<file path="src/rtl/tl_sensor_cond.sv">
// tl_sensor_cond: conditions the two raw car-detector inputs (streets A and B)
// into clean traffic-present flags Ta/Tb for the traffic light controller.
// Each channel: 2-flop synchronizer -> debounce/hold FSM -> registered T.
// Optional macro TL_SENSOR_STUCK_EN adds a per-channel run counter and a
// STUCK state that drops T and raises stuck_* after STUCK_CYCLES of
// continuous occupancy.
module tl_sensor_cond #(
  parameter int unsigned DEB_CYCLES   = 4,
  parameter int unsigned HOLD_CYCLES  = 8,
  parameter int unsigned STUCK_CYCLES = 1024
) (
  input  logic clk,
  input  logic reset,
  input  logic sa_raw,
  input  logic sb_raw,
  output logic Ta,
  output logic Tb,
  output logic stuck_a,
  output logic stuck_b
);

  localparam int unsigned MAX_CYCLES = (DEB_CYCLES > HOLD_CYCLES) ? DEB_CYCLES : HOLD_CYCLES;
  localparam int unsigned CW         = $clog2(MAX_CYCLES) + 1;
  localparam int unsigned NCH        = 2;

  // Elaboration-time sanity checks on the configuration
  if (DEB_CYCLES < 2) begin : g_bad_deb
    $error("tl_sensor_cond: DEB_CYCLES must be >= 2");
  end
  if (HOLD_CYCLES < 2) begin : g_bad_hold
    $error("tl_sensor_cond: HOLD_CYCLES must be >= 2");
  end
  if (STUCK_CYCLES < 2) begin : g_bad_stuck
    $error("tl_sensor_cond: STUCK_CYCLES must be >= 2");
  end

`ifdef TL_SENSOR_STUCK_EN
  localparam int unsigned RW = $clog2(STUCK_CYCLES + 1);

  typedef enum logic [2:0] {
    ST_EMPTY    = 3'd0,
    ST_CONFIRM  = 3'd1,
    ST_OCCUPIED = 3'd2,
    ST_HOLD     = 3'd3,
    ST_STUCK    = 3'd4
  } state_e;
`else
  typedef enum logic [2:0] {
    ST_EMPTY    = 3'd0,
    ST_CONFIRM  = 3'd1,
    ST_OCCUPIED = 3'd2,
    ST_HOLD     = 3'd3
  } state_e;
`endif

  logic [NCH-1:0] raw_c;
  assign raw_c = {sb_raw, sa_raw};

  for (genvar ch = 0; ch < NCH; ch++) begin : g_ch
    logic          sync1_q;
    logic          sync2_q;
    state_e        state_q;
    state_e        state_d;
    logic [CW-1:0] cnt_q;
    logic [CW-1:0] cnt_d;
    logic          t_q;
    logic          busy_c;
    logic          s_c;

    assign s_c    = sync2_q;
    assign busy_c = (state_q == ST_OCCUPIED) || (state_q == ST_HOLD);

    // Two-flop synchronizer for the asynchronous detector input
    always_ff @(posedge clk or posedge reset) begin
      if (reset) begin
        sync1_q <= 1'b0;
        sync2_q <= 1'b0;
      end else begin
        sync1_q <= raw_c[ch];
        sync2_q <= sync1_q;
      end
    end

`ifdef TL_SENSOR_STUCK_EN
    logic [RW-1:0] run_q;
    logic [RW-1:0] run_d;
    logic          stuck_q;

    // Saturating occupancy run counter; cleared whenever the street is not busy
    always_comb begin
      run_d = '0;
      if (busy_c) begin
        run_d = (run_q == RW'(STUCK_CYCLES)) ? run_q : run_q + RW'(1);
      end
    end
`endif

    // Debounce / hold next-state logic; counter is reloaded on every entry
    always_comb begin
      state_d = state_q;
      cnt_d   = cnt_q;
      case (state_q)
        ST_EMPTY: begin
          if (s_c) begin
            state_d = ST_CONFIRM;
            cnt_d   = CW'(1);
          end
        end
        ST_CONFIRM: begin
          if (!s_c) begin
            state_d = ST_EMPTY;
            cnt_d   = '0;
          end else if (cnt_q == CW'(DEB_CYCLES - 1)) begin
            state_d = ST_OCCUPIED;
            cnt_d   = '0;
          end else begin
            cnt_d = cnt_q + CW'(1);
          end
        end
        ST_OCCUPIED: begin
          if (!s_c) begin
            state_d = ST_HOLD;
            cnt_d   = CW'(1);
          end
        end
        ST_HOLD: begin
          if (s_c) begin
            state_d = ST_OCCUPIED;
            cnt_d   = '0;
          end else if (cnt_q == CW'(HOLD_CYCLES - 1)) begin
            state_d = ST_EMPTY;
            cnt_d   = '0;
          end else begin
            cnt_d = cnt_q + CW'(1);
          end
        end
`ifdef TL_SENSOR_STUCK_EN
        ST_STUCK: begin
          cnt_d = '0;
          if (!s_c) begin
            state_d = ST_EMPTY;
          end
        end
`endif
        default: begin
          state_d = ST_EMPTY;
          cnt_d   = '0;
        end
      endcase
`ifdef TL_SENSOR_STUCK_EN
      // A street busy for STUCK_CYCLES is treated as a failed sensor
      if (busy_c && (run_q == RW'(STUCK_CYCLES - 1))) begin
        state_d = ST_STUCK;
        cnt_d   = '0;
      end
`endif
    end

    // State, counter and registered T decode of the next state
    always_ff @(posedge clk or posedge reset) begin
      if (reset) begin
        state_q <= ST_EMPTY;
        cnt_q   <= '0;
        t_q     <= 1'b0;
      end else begin
        state_q <= state_d;
        cnt_q   <= cnt_d;
        t_q     <= (state_d == ST_OCCUPIED) || (state_d == ST_HOLD);
      end
    end

`ifdef TL_SENSOR_STUCK_EN
    // Run counter and registered stuck flag
    always_ff @(posedge clk or posedge reset) begin
      if (reset) begin
        run_q   <= '0;
        stuck_q <= 1'b0;
      end else begin
        run_q   <= run_d;
        stuck_q <= (state_d == ST_STUCK);
      end
    end
`endif
  end

  assign Ta = g_ch[0].t_q;
  assign Tb = g_ch[1].t_q;

`ifdef TL_SENSOR_STUCK_EN
  assign stuck_a = g_ch[0].stuck_q;
  assign stuck_b = g_ch[1].stuck_q;
`else
  assign stuck_a = 1'b0;
  assign stuck_b = 1'b0;
`endif

endmodule

</file>
<file path="config.mk">
export PLATFORM = sky130hd
export DESIGN_NAME = tl_sensor_cond
export DESIGN_NICKNAME = d
export VERILOG_FILES = /design/src/rtl/tl_sensor_cond.sv
export SDC_FILE = /design/constraint.sdc
export NUM_CORES = 1
export LEC_CHECK = 0
export CAP_MARGIN = 25
export CORE_MARGIN = 5
export CORE_UTILIZATION = 59
export CTS_CLUSTER_SIZE = 10
export DETAILED_ROUTE_END_ITERATION = 8
export GPL_TIMING_DRIVEN = 1
export PLACE_DENSITY = 0.81
export REMOVE_ABC_BUFFERS = 1
export SLEW_MARGIN = 25
export SYNTH_ARGS = -nofsm -noshare
export SYNTH_HDL_FRONTEND = slang
export SYNTH_SLANG_ARGS = --single-unit
</file>
<file path="constraint.sdc">
create_clock -name clk -period 3.5 [get_ports clk]
set_input_delay 0.525 -clock clk [delete_from_list [all_inputs] [get_ports clk]]
set_output_delay 0.525 -clock clk [all_outputs]
set_load 0.03 [all_outputs]
</file>
**After elaboration in Yosys (flattened, before gate mapping)**

Cells that the tools add are included.

- Logic and storage cells: 64
- Output and inout bits: 4
- Input port bits: 4
- Flip-flop bits (word level): 20

- Muxes and demuxes: 28
- Reductions and logical operators: 6
- Eq/ne operators: 18
- Add/sub/neg operators: 2

Operator list:

| operator | count |
|---|---|
| $mux 4 | 12 |
| $mux 3 | 12 |
| $pmux 4 s4 | 2 |
| $eq 3x2->1 const B | 8 |
| $pmux 3 s4 | 2 |
| $add 4x1->4 const B | 2 |
| $eq 4x2->1 const B | 2 |
| $eq 4x3->1 const B | 2 |
| $ne 2x2->1 const B | 4 |
| $eq 3x1->1 const B | 2 |
| $logic_not 3->1 | 2 |
| $reduce_and 2->1 | 2 |
| $logic_or 1x1->1 | 2 |

**Longest topological paths before layout**

- Depth after elaboration: 6
- Mapped depth: 5

**Least setup slack after synthesis**

Ideal clock, no wire load.

- Path kind: reg-to-reg
- Start point: register g_ch[1].cnt_q[0]
- End point: register g_ch[1].cnt_q[0]
- Data required time: 3.376 ns
- Clock period less this slack: 1.548 ns
- Stages on the path, launching flop included: 6
- Slack: 1.952 ns
- Library setup time: 0.124 ns
- Data arrival time: 1.424 ns
- Path through: dfrtp_1 ha_1 or3b_2 a32oi_1 o22a_1 nor2_1

- Cells in the longest elaborated chain, start to end: 4
- Elaborated cells on any way between the ends: 8
- Those cells by class: 1 x add/sub; 2 x eq/ne; 5 x mux

RTL lines:

| what | line | source |
|---|---|---|
| start, declared | 64 | `logic [CW-1:0] cnt_q;` |
| start signal, assigned | 167 | `cnt_q <= cnt_d;` |
| $add 4x1->4, or another cell as far along | 117, 134 |  |
| $mux 4 (on tied branches) | 130, 113 |  |
| $mux 4 (on tied branches) | 127, 110 |  |
| $pmux 4 s4 (*) | 102 | `case (state_q)` |

Mark *: on every way between the ends. The rest lies on a longest branch, timed or not.
A chain may end at the register's enable or synchronous reset.

**Worst setup path after layout**

- Start point: register g_ch[0].t_q, in the netlist Ta
- End point: output Ta

RTL lines:

| what | line | source |
|---|---|---|
| start, declared | 66 | `logic t_q;` |
| start signal, assigned | 168 | `t_q <= (state_d == ST_OCCUPIED) \|\| (state_d == ST_HOLD);` |
| end, declared | 16 | `output logic Ta,` |

No word-level cell between the ends.

==> flow_metrics.env <==
export IMPL_yosysSeqAreaShare_pct=52.8
export IMPL_cts_sinks=20
export IMPL_p_per_area_mw_per_mm2=434
export IMPL_numCtsBuffers=3
export IMPL_crit_chain="clkdlybuf4s50_1"
export IMPL_clkTransAtPathRegs_ns=0.11
export IMPL_place_port_buffers=5
export IMPL_slew_headroom_pct=52.2
export IMPL_clock_latency_ns=0.30
export IMPL_num_io_pins=8
export IMPL_htreeDepth=1
export IMPL_cp_data_arrival_time_ns=1.29
export IMPL_dp_cells=113
export IMPL_cts_resized=0
export IMPL_crit_path_start_kind="register"
export IMPL_worstHoldPathType="reg2reg"
export IMPL_cp_top_family="buffers and inverters"
export IMPL_ant_nets=0
export IMPL_critPathRequiredTime_ns=2.97
export IMPL_first_iter_violations=31
export IMPL_period_share_pct=52.0
export IMPL_cts_tree="yes"
export IMPL_syn_inst=93
export IMPL_cts_root_buf="clkbuf_4"
export IMPL_first_pass_iters=6
export IMPL_rsz0062_at_grt="false"
export IMPL_grt_max_degree=21
export IMPL_setup_viol=0
export IMPL_dr_total_vias=708
export IMPL_power_mw=0.459
export IMPL_grt_pass1_vias=606
export IMPL_ys_ff_latch=20
export IMPL_synth_fa_ha_area_share_pct=2.64
export IMPL_final_util_pct=69.5
export IMPL_regToRegStartpoint="g_ch[1].cnt_q[0]"
export IMPL_ys_async_sr_fraction_pct=100
export IMPL_synthMuxAreaShare_pct=1.06
export IMPL_drv_slew=0
export IMPL_wl_per_cell_um=14.4
export IMPL_hp_start="g_ch[0].sync1_q"
export IMPL_antenna_found_initial=0
export IMPL_maxCapViolCount=0
export IMPL_synth_simple_gate_area_share_pct=16.9
export IMPL_whs_path_depth=0
export IMPL_drc=0
export IMPL_reg2regPathDepth=5
export IMPL_crit_type="reg2out"
export IMPL_max_clock_freq_ghz=0.550
export IMPL_start_util_pct=62.2
export IMPL_outcome="finished clean"
export IMPL_drive_gt1_share_pct=6.93
export IMPL_synth_edff_count=0
export IMPL_fin_cells=117
export IMPL_cpPeakStageDelay_ns=0.66
export IMPL_r2r_slack_ns=1.76
export IMPL_gp_congestion=0.885
export IMPL_holdPathEnd="g_ch[0].s_c"
export IMPL_critPathBufInv=1
export IMPL_end_kind="output port"
export IMPL_synth_main_ff_cell="dfrtp_1"
export IMPL_netlist_area_um2=948
export IMPL_die_area_mm2=0.00251
export IMPL_synth_distinct_cells=31
export IMPL_hpwl_mm=1.14
export IMPL_period_minus_slack_ns=1.82
export IMPL_drt_vias_per_instance=6.05
export IMPL_r2r_end="g_ch[1].cnt_q[0]"
export IMPL_critPathMaxFanout=1
export IMPL_leakagePower_nw=0.457
export IMPL_grt_total_usage_pct=14.0
export IMPL_synth_top_family_by_area="compound AO/OA/AOI/OAI gates"
export IMPL_skew_ns=0.00136
export IMPL_synth_avg_cell_area_um2=10.2
export IMPL_overflow=0
export IMPL_finalWorstSetupSlack_ns=1.68
export IMPL_hold_violations=0
export IMPL_ir_worst_vdd_mv=0.330
export IMPL_syn_to_final_growth_pct=11.6
export IMPL_post_cts_buffers=0
export IMPL_grt_first_pass_wirelength_mm=2.70
export IMPL_synth_xor_area_share_pct=4.62
export IMPL_clk_path_buf_depth=2
export IMPL_cp_slowest_cell="clkdlybuf4s50_1"
export IMPL_yosys_warnings=0
export IMPL_tns_ns=0
export IMPL_final_nets=108
export IMPL_antenna_cells=0
export IMPL_worst_pin_slew_ns=0.717
export IMPL_rows=14
export IMPL_totalWireLength_mm=1.69
export IMPL_die_w_um=50.1
export IMPL_fp_coreArea_mm2=0.00152
export IMPL_hold_buffers=0
export IMPL_die_h_um=50.1
export IMPL_synth_compound_area_share_pct=17.2
export IMPL_n_fill_cell=106
export IMPL_dp_slack_ns=1.82
## worst register-to-register path, cell delays in order, from the launching register on
cell and delay (ns):
dfrtp_1 0.40, ha_1 0.28, or3b_2 0.47, a32oi_1 0.24, o22a_1 0.19, nor2_1 0.04
## flip-flops by register name, summed over array words and instances, names as in the netlist
name          flops
Ta                1
Tb                1
g_ch.cnt_q        8
g_ch.s_c          2
g_ch.state_q      6
g_ch.sync1_q      2
## final cells by class
cell class	count	area [um2]	share of cell area (%)
Clock buffer	3	22.5	2.13
Clock inverter	1	30.0	2.84
Inverter	5	18.8	1.77
Multi-Input combinational cell	67	417	39.4
Sequential cell	20	500	47.3
Tap cell	16	20.0	1.89
Timing Repair Buffer	5	50.0	4.73
## cells in the mapped netlist, types with 2 or more instances
master     n  area [um2]
dfrtp_1   20         500
a21oi_1   10        50.1
nand3_1    7        35.0
nand3b_1   6        45.0
nor2_1     6        22.5
o21ai_0    6        30.0
inv_1      5        18.8
nand2_1    4        15.0
xor2_1     3        26.3
a211oi_1   2        15.0
buf_4      2        15.0
ha_1       2        25.0
xnor2_1    2        17.5
## where the power goes
group	leakage, nW	switching (mW)	total, mW	internal [mW]
combinational	0.168	0.0161	0.0266	0.0105
clock	0.0279	0.0689	0.185	0.116
sequential	0.260	0.00969	0.248	0.238
## how the worst max path moves through the flow
stage	start	to	cells after the start
after floorplan	g_ch[1].cnt_q[0]	g_ch[1].cnt_q[0]	5
after global placement	g_ch[1].cnt_q[0]	g_ch[1].cnt_q[0]	5
after detailed placement	g_ch[1].cnt_q[0]	g_ch[1].cnt_q[0]	5
after CTS	Ta	Ta	1
after global routing	Tb	Tb	1
final	Ta	Ta	1
## per-layer routing
layer	up-vias	wire length [um]	global-route usage, %
met5	-	0	0
met4	0	31	6.11
met3	7	94	2.11
met2	30	790	20.1
met1	335	768	20.5
li1	336	-	-
## logic make-up (layout without fill, tap and decap cells)
family	Yosys count	after routing
simple gates	29	29
compound gates	26	26
other cells	1	4
mux	1	1
buf+inv	9	14
flops	20	20
fa+ha+maj	2	2
xor+xnor	5	5
## cells in the final DEF, fill, tap and decap left out, types with 4 or more instances in the layout
cell type / count
nand2_1: 4
nand3b_1: 6
a21oi_1: 10
o21ai_0: 6
dfrtp_1: 20
inv_1: 5
conb_1: 4
nand3_1: 7
clkdlybuf4s50_1: 5
nor2_1: 6
## metrics by stage
stage | hold WS, ns | area, um2
detailed placement | 0.341 | 1010
finish | 0.367 | 1060
floorplan | 0.331 | 936
CTS | 0.368 | 1060
global route | 0.384 | 1060
global placement | 0.335 | 1010
Power figures use the tool's default switching activity.
